<file path="config.mk">
export PLATFORM = sky130hd
export DESIGN_NAME = mem_block_mover
export DESIGN_NICKNAME = d
export VERILOG_FILES = /design/src/rtl/mem_block_mover.sv
export SDC_FILE = /design/constraint.sdc
export NUM_CORES = 1
export LEC_CHECK = 0
export CELL_PAD_IN_SITES_DETAIL_PLACEMENT = 0
export CELL_PAD_IN_SITES_GLOBAL_PLACEMENT = 1
export CORE_AREA = 2 2 176 178
export DETAILED_ROUTE_END_ITERATION = 16
export DIE_AREA = 0 0 178 180
export HOLD_SLACK_MARGIN = 0.15
export PLACE_DENSITY_LB_ADDON = 0.1
export SLEW_MARGIN = 20
export SYNTH_ARGS = -nofsm -noshare
export SYNTH_HDL_FRONTEND = slang
export SYNTH_SLANG_ARGS = --single-unit
</file>
<file path="constraint.sdc">
create_clock -name in_clk -period 3.3 [get_ports in_clk]
set_clock_uncertainty 0.1 [all_clocks]
set_input_delay 0.33 -clock in_clk [delete_from_list [all_inputs] [get_ports in_clk]]
set_output_delay 0.33 -clock in_clk [all_outputs]
set_load 0.01 [all_outputs]
</file>
<file path="src/rtl/mem_block_mover.sv">
// mem_block_mover: copies N wide blocks (blocks cells each) from a source
// base to a destination base in a single-port cell memory, reporting
// busy/done/error through a status word with its own write strobe.
// Optional checksum of the copied cells: define MEM_BLOCK_MOVER_CHECKSUM_EN.
module mem_block_mover #(
    parameter int size       = 1024,
    parameter int blocks     = 4,
    parameter int log_size   = 10,
    parameter int cell_width = 32,
    parameter int width      = blocks * cell_width
) (
    input  logic                  in_clk,
    input  logic                  in_reset,
    input  logic [cell_width-1:0] in_config,
    input  logic [width-1:0]      in_data,
    output logic [log_size-1:0]   out_address,
    output logic [width-1:0]      out_data,
    output logic                  out_read_en,
    output logic                  out_write_en,
    output logic [cell_width-1:0] out_status,
    output logic                  out_write_status_en
);
    // Range checks are done wide enough that base + span can never wrap.
    localparam int EW = log_size + 3;

    typedef enum logic [2:0] {IDLE, CHECK, BUSY, READ, CAPTURE, WRITE, FINISH} state_t;

    state_t                state, state_nx;
    logic                  start_q;   // previous start bit, for edge detection
    logic                  armed;     // start must be seen low after reset before it can fire
    logic                  start_edge;
    logic [log_size-1:0]   src_q, dst_q, cnt_q, k_q;
    logic [width-1:0]      buf_q;
    logic [cell_width-1:0] status_q, status_nx;
    logic [EW-1:0]         span;
    logic                  cfg_err;
    logic [15:0]           csum;
    logic                  unused_cfg;

    assign unused_cfg = in_config[cell_width-2];
    assign start_edge = in_config[cell_width-1] & ~start_q & armed;

`ifdef MEM_BLOCK_MOVER_CHECKSUM_EN
    logic [cell_width-1:0] cs_q, cap_xor;

    // XOR of all cells of the word arriving from memory.
    always_comb begin
        cap_xor = '0;
        for (int b = 0; b < blocks; b++)
            cap_xor = cap_xor ^ in_data[b*cell_width +: cell_width];
    end

    // Running XOR of every copied cell; cleared when a new transfer is checked.
    always_ff @(posedge in_clk) begin
        if (in_reset)            cs_q <= '0;
        else if (state == CHECK) cs_q <= '0;
        else if (state == CAPTURE) cs_q <= cs_q ^ cap_xor;
    end

    assign csum = cs_q[31:16] ^ cs_q[15:0];
`else
    assign csum = 16'h0000;
`endif

    // Span of the transfer in cells and the out-of-range / reserved-cell check.
    always_comb begin
        span    = EW'(cnt_q) * EW'(blocks);
        cfg_err = (EW'(src_q) + span > EW'(size)) ||
                  (EW'(dst_q) + span > EW'(size)) ||
                  (dst_q < log_size'(2));
    end

    // State, latched configuration, block counter, write buffer and status register.
    always_ff @(posedge in_clk) begin
        if (in_reset) begin
            state    <= IDLE;
            start_q  <= 1'b0;
            armed    <= 1'b0;
            src_q    <= '0;
            dst_q    <= '0;
            cnt_q    <= '0;
            k_q      <= '0;
            buf_q    <= '0;
            status_q <= '0;
        end else begin
            state   <= state_nx;
            start_q <= in_config[cell_width-1];
            if (!in_config[cell_width-1]) armed <= 1'b1;
            if (state == IDLE && start_edge) begin
                src_q <= in_config[log_size-1:0];
                dst_q <= in_config[2*log_size-1:log_size];
                cnt_q <= in_config[3*log_size-1:2*log_size];
            end
            if (state == CHECK)   k_q   <= '0;
            if (state == CAPTURE) buf_q <= in_data;
            if (state == WRITE)   k_q   <= k_q + log_size'(1);
            if (out_write_status_en) status_q <= status_nx;
        end
    end

    // Next state and memory/status strobes; all strobes are forced off while in reset.
    always_comb begin
        state_nx            = state;
        out_address         = '0;
        out_data            = '0;
        out_read_en         = 1'b0;
        out_write_en        = 1'b0;
        out_write_status_en = 1'b0;
        status_nx           = status_q;
        case (state)
            IDLE: if (start_edge) state_nx = CHECK;
            CHECK: begin
                if (cfg_err) begin
                    out_write_status_en = 1'b1;
                    status_nx           = '0;
                    status_nx[2]        = 1'b1;
                    status_nx[1]        = 1'b1;
                    state_nx            = IDLE;
                end else if (cnt_q == '0) begin
                    state_nx = FINISH;
                end else begin
                    state_nx = BUSY;
                end
            end
            BUSY: begin
                out_write_status_en = 1'b1;
                status_nx           = '0;
                status_nx[0]        = 1'b1;
                state_nx            = READ;
            end
            READ: begin
                out_read_en = 1'b1;
                out_address = src_q + log_size'(blocks) * k_q;
                state_nx    = CAPTURE;
            end
            CAPTURE: state_nx = WRITE;
            WRITE: begin
                out_write_en = 1'b1;
                out_address  = dst_q + log_size'(blocks) * k_q;
                out_data     = buf_q;
                state_nx     = ((k_q + log_size'(1)) == cnt_q) ? FINISH : READ;
            end
            FINISH: begin
                out_write_status_en = 1'b1;
                status_nx           = '0;
                status_nx[1]        = 1'b1;
                status_nx[31:16]    = csum;
                state_nx            = IDLE;
            end
            default: state_nx = IDLE;
        endcase
        if (in_reset) begin
            out_read_en         = 1'b0;
            out_write_en        = 1'b0;
            out_write_status_en = 1'b0;
            out_address         = '0;
            out_data            = '0;
        end
        out_status = out_write_status_en ? status_nx : status_q;
    end
endmodule

</file>
**Word level (Yosys, flattened, before mapping)**

Index checks and enable logic that the tools add are counted.
Widths: inputs -> output; s select.

- Word-level logic and storage cells: 56
- Output and inout bits: 173
- Flip-flop bits (word level): 205
- Input port bits: 162

- Eq/ne operators: 8
- Add/sub/neg operators: 5
- Reductions and logical operators: 7
- Magnitude comparators: 3
- Mux-type cells: 21
- Bitwise operators: 3

Operator list:

| operator | count |
|---|---|
| $mux 128 | 2 |
| $pmux 32 s3 | 1 |
| $mux 32 | 2 |
| $mux 10 | 3 |
| $add 10x12->13 | 2 |
| $gt 13x11->1 const B | 2 |
| $add 10x10->10 | 2 |
| $pmux 10 s2 | 1 |
| $pmux 3 s6 | 1 |
| $mux 3 | 4 |
| $add 10x1->10 const B | 1 |
| $eq 10x10->1 | 1 |
| $logic_not 10->1 | 1 |
| $lt 10x2->1 const B | 1 |
| $eq 3x3->1 const B | 3 |
| $eq 3x2->1 const B | 2 |
| $mux 1 | 6 |
| $eq 3x1->1 const B | 1 |
| $logic_not 3->1 | 1 |
| $and 1x1->1 | 2 |
| $logic_or 1x1->1 | 2 |
| $ne 2x2->1 const B | 1 |
| $pmux 1 s2 | 1 |
| $reduce_bool 2->1 | 1 |
| other kinds (3) | 3 |

**Logic depth before layout (Yosys ltp)**

- Word-level depth: 8
- Mapped depth: 15

**Worst setup path before layout**

Ideal clock, no wire load.

- Path kind: register -> output
- Start: register cnt_q[3]
- End: output port out_status[0]
- Arrival: 2.787 ns
- Stages on the path, launching flop included: 11
- Setup slack: 0.083 ns
- Buffers on the path: 1
- Path through: dfxtp_1 -> ha_1 -> and2_1 -> a221o_1 -> or3_1 -> a2111oi_2 -> o211ai_1 -> a2bb2oi_2 -> a21oi_2 -> buf_6 -> a221oi_2

- Word-level cells in the longest chain between the ends: 8

Ends and longest elaborated chain:

| what | line | source |
|---|---|---|
| start, declared | 32 | `logic [log_size-1:0] src_q, dst_q, cnt_q, k_q;` |
| start signal, assigned | 92 | `cnt_q <= in_config[3*log_size-1:2*log_size];` |
| $add 10x12->13, on equally long branches | 68, 69 |  |
| $gt 13x11->1, on equally long branches | 68, 69 |  |
| $logic_or 1x1->1 (*) | 68 | `cfg_err = (EW'(src_q) + span > EW'(size)) \|\|` |
| $logic_or 1x1->1 (*) | 69 | `(EW'(dst_q) + span > EW'(size)) \|\|` |
| $mux 1 | 113 | `if (cfg_err) begin` |
| $pmux 1 s2 | 110 | `case (state)` |
| $mux 1 | 152 | `if (in_reset) begin` |
| $mux 32 (*) | - |  |
| end, declared | 20 | `output logic [cell_width-1:0] out_status,` |

Every way passes the cells marked *; elsewhere a longest branch is shown, timed or not.

**Final worst setup path**

- Start: register cnt_q[0]
- End: output port out_status[3]

Same word-level chain as after synthesis.

==> results.ini <==
[grt]
use_met2=0.3561
grt_pass1_wl_um=52100
grtUsageMet3=0.07276
grtUsageMet1=0.2331
antenna_found_initial=4
grt-busiest-layer=met2
grt.overflow.total=0
grt_max_degree=198
track_usage=0.2038
grt_pass1_vias=9530

[power]
switchingPower_uw=1515
vdd_drop_max_v=0.0003778
internal_power_uw=4583
pwr-share-clk=0.452
p_leak_uw=0.005772
p_comb_frac=0.123
p_total_uw=6098
power.density_mw_per_mm2=399.5
p_sw_frac=0.2485
pwr-share-seq=0.424

[timing]
finalMaxSlewViolations=0
setup_viol=33
min_period_ns=3.859
setup_tns_ns=-15.35
period_share=1.170
finalHoldViolCount=0
hold_ws_ns=0.2358
rsz0062_at_grt=yes
slew_headroom=0.2015
worst_slack_ns=-0.5594
max_freq_mhz=259.1
worst_pin_slew_ns=1.198

[clock_network]
cts_buffers=26
path_clk_slew_ns=0.06
cts_tree=done
cts_root_buf=clkbuf_16
htreeDepth=1
worstSkewPairLatency_ns=0.53
clk_path_buf_depth=3
cts.sinks=205

[drt]
first_pass_iters=4
wl_per_cell_um=16.29
initialDrtViolationCount=439
post-route-drc-count=0
vias=9592
vias_per_cell=4.707
drt_wl_total_um=33190
antenna_left=0

[setup_path]
startpoint_type=flop
rr_endpoint=status_q[1]$_SDFF_PP0_
reg2regPathDepth=16
critPathKind=flop to primary output
critPathMaxFanout=4
crit_required_ns=2.87
endpoint_kind=primary output
rr_startpoint=src_q[6]$_SDFFE_PP0P_
arrival_ns=3.43
reg2reg_slack_ns=0.10

[logic_synthesis]
synth-seq-cells=205
synth_edf_count=0
ys_warn_count=0
synth_top_cell_by_area=dfxtp_1
seq_area_frac_synth=0.4161
synthArstFlopShare=0
synth_nets=1442
synthesis.area_mm2=0.009862
synth_cell_types=56
yosys-top-cells-area=dfxtp_1 42%, nand2_1 13%, a21oi_1 9.1%
synth_most_common_cell=nand2_1
syn-instance-count=1253
synthTopCellsByCount=340 x nand2_1, 205 x dfxtp_1, 179 x a21oi_1
ys.flop_type=dfxtp_1
netlist.area_leader.share=0.4161
syn_area_per_cell_um2=7.871

[placed_design]
hpwl_um=22730
port_buffers=333
place_congestion=0.8280
post-place-ws_ns=-0.5556

[floorplan]
io_pins=335
dieArea_mm2=0.03204
start_util=0.3267
num_rows=64
chipHeight_um=180
die_w_um=178
design.core.area_mm2=0.03019

[worst_hold_path]
hold_path_depth=3
min_to=buf_q[100]$_SDFFE_PP0P_
hp-class=primary input to flop
min_from=in_data[100]

[outcome]
outcome=finished with violations
failed_checks=negative setup slack

[job]
maxCapViolations=0

[layout]
fin_nets=1810
syn_to_final_growth_pct=54.78
final_layout_size_suffix_gt1_frac=0.1671
utilization=0.5056

per-layer routing:
metal	vias up	routed length, um
met2	246	16260
met4	2	917
met1	4414	13220
li1	4879	-
met5	-	15
met3	51	2779
power by group through the flow:
stage	Combinational, uW	Clock [uW]	Sequential, uW
final	752	2760	2590
after floorplan	318	0	2630
after CTS	741	2870	2590
after detailed placement	674	0	2640
after global placement	670	0	2630
after global routing	826	2970	2590
critical path, cell delays in order (launching register included):
cell       delay (ns)
dfxtp_4          0.36
ha_4             0.16
inv_2            0.05
fa_2             0.20
nor2b_2          0.06
or3b_1           0.35
mux2i_1          0.17
a22oi_2          0.08
a2111oi_2        0.34
buf_4            0.18
a2bb2oi_4        0.17
buf_6            0.12
a31oi_4          0.13
buf_12           0.18
buf_16           0.13
nor2b_1          0.09
buf_2            0.13
state kept, by name (all words and copies together), names as in the netlist:
signal	cells
armed	1
buf_q	128
state	3
start_q	1
src_q	10
dst_q	10
cnt_q	10
status_q	32
k_q	10
cells in the final DEF, fill, tap and decap left out, types with 15 or more instances in the layout:
cell	count
ha_1	15
and2_1	129
nor2_1	33
buf_4	80
inv_1	15
clkdlybuf4s50_1	294
buf_2	28
nor2b_1	29
clkbuf_16	26
nand2_1	338
a21oi_1	174
dfxtp_1	192
nor4b_2	29
o21ai_0	25
worst max-delay path by stage:
stage,startpoint,to,slack (ns),cells past startpoint
after floorplan,cnt_q[3]$_SDFFE_PP0P_,out_status[0],0.08,10
after global placement,cnt_q[0]$_SDFFE_PP0P_,out_status[0],-0.52,14
after detailed placement,cnt_q[0]$_SDFFE_PP0P_,out_status[16],-0.56,14
after CTS,src_q[6]$_SDFFE_PP0P_,out_status[12],-0.61,13
after global routing,cnt_q[0]$_SDFFE_PP0P_,out_status[9],-0.75,16
final,cnt_q[0]$_SDFFE_PP0P_,out_status[3],-0.56,16
kinds of logic after synthesis:
group / after synthesis / synth area share
XOR/XNOR: 26 / 0.02309
flip-flops: 205 / 0.4161
buffers and inverters: 107 / 0.04339
adder cells (fa/ha/maj): 27 / 0.03654
AO/OA/AOI/OAI: 251 / 0.1427
multiplexers: 9 / 0.009896
AND/OR/NAND/NOR: 628 / 0.3282
stage by stage:
stage | instance area, um^2 | cells
5_1_grt | 15260 | 2038
6_report | 15260 | 2038
3_5_place_dp | 13990 | 1970
3_3_place_gp | 13990 | 1970
4_1_cts | 15080 | 2033
2_1_floorplan | 9862 | 1253
what timing repair did:
action	CTS	global route
pin swaps	15	14
endpoints found under the hold margin	2	0
cloned	3	0
gates resized for setup	201	38
buffers inserted	12	4
hold buffers	1	0
setup endpoints to repair	69	68
final cells by class:
type                    instances  area (um^2)
well taps                     396        495.5
clock buffers                  35        734.5
diodes                          2        5.005
clock inverters                12        106.4
flip-flops and latches        205         4125
inverters                      19        75.07
fillers                      3006        14920
repair buffers                428         4048
multi-input cells             941         5675
(Power assumes the default switching activity.)
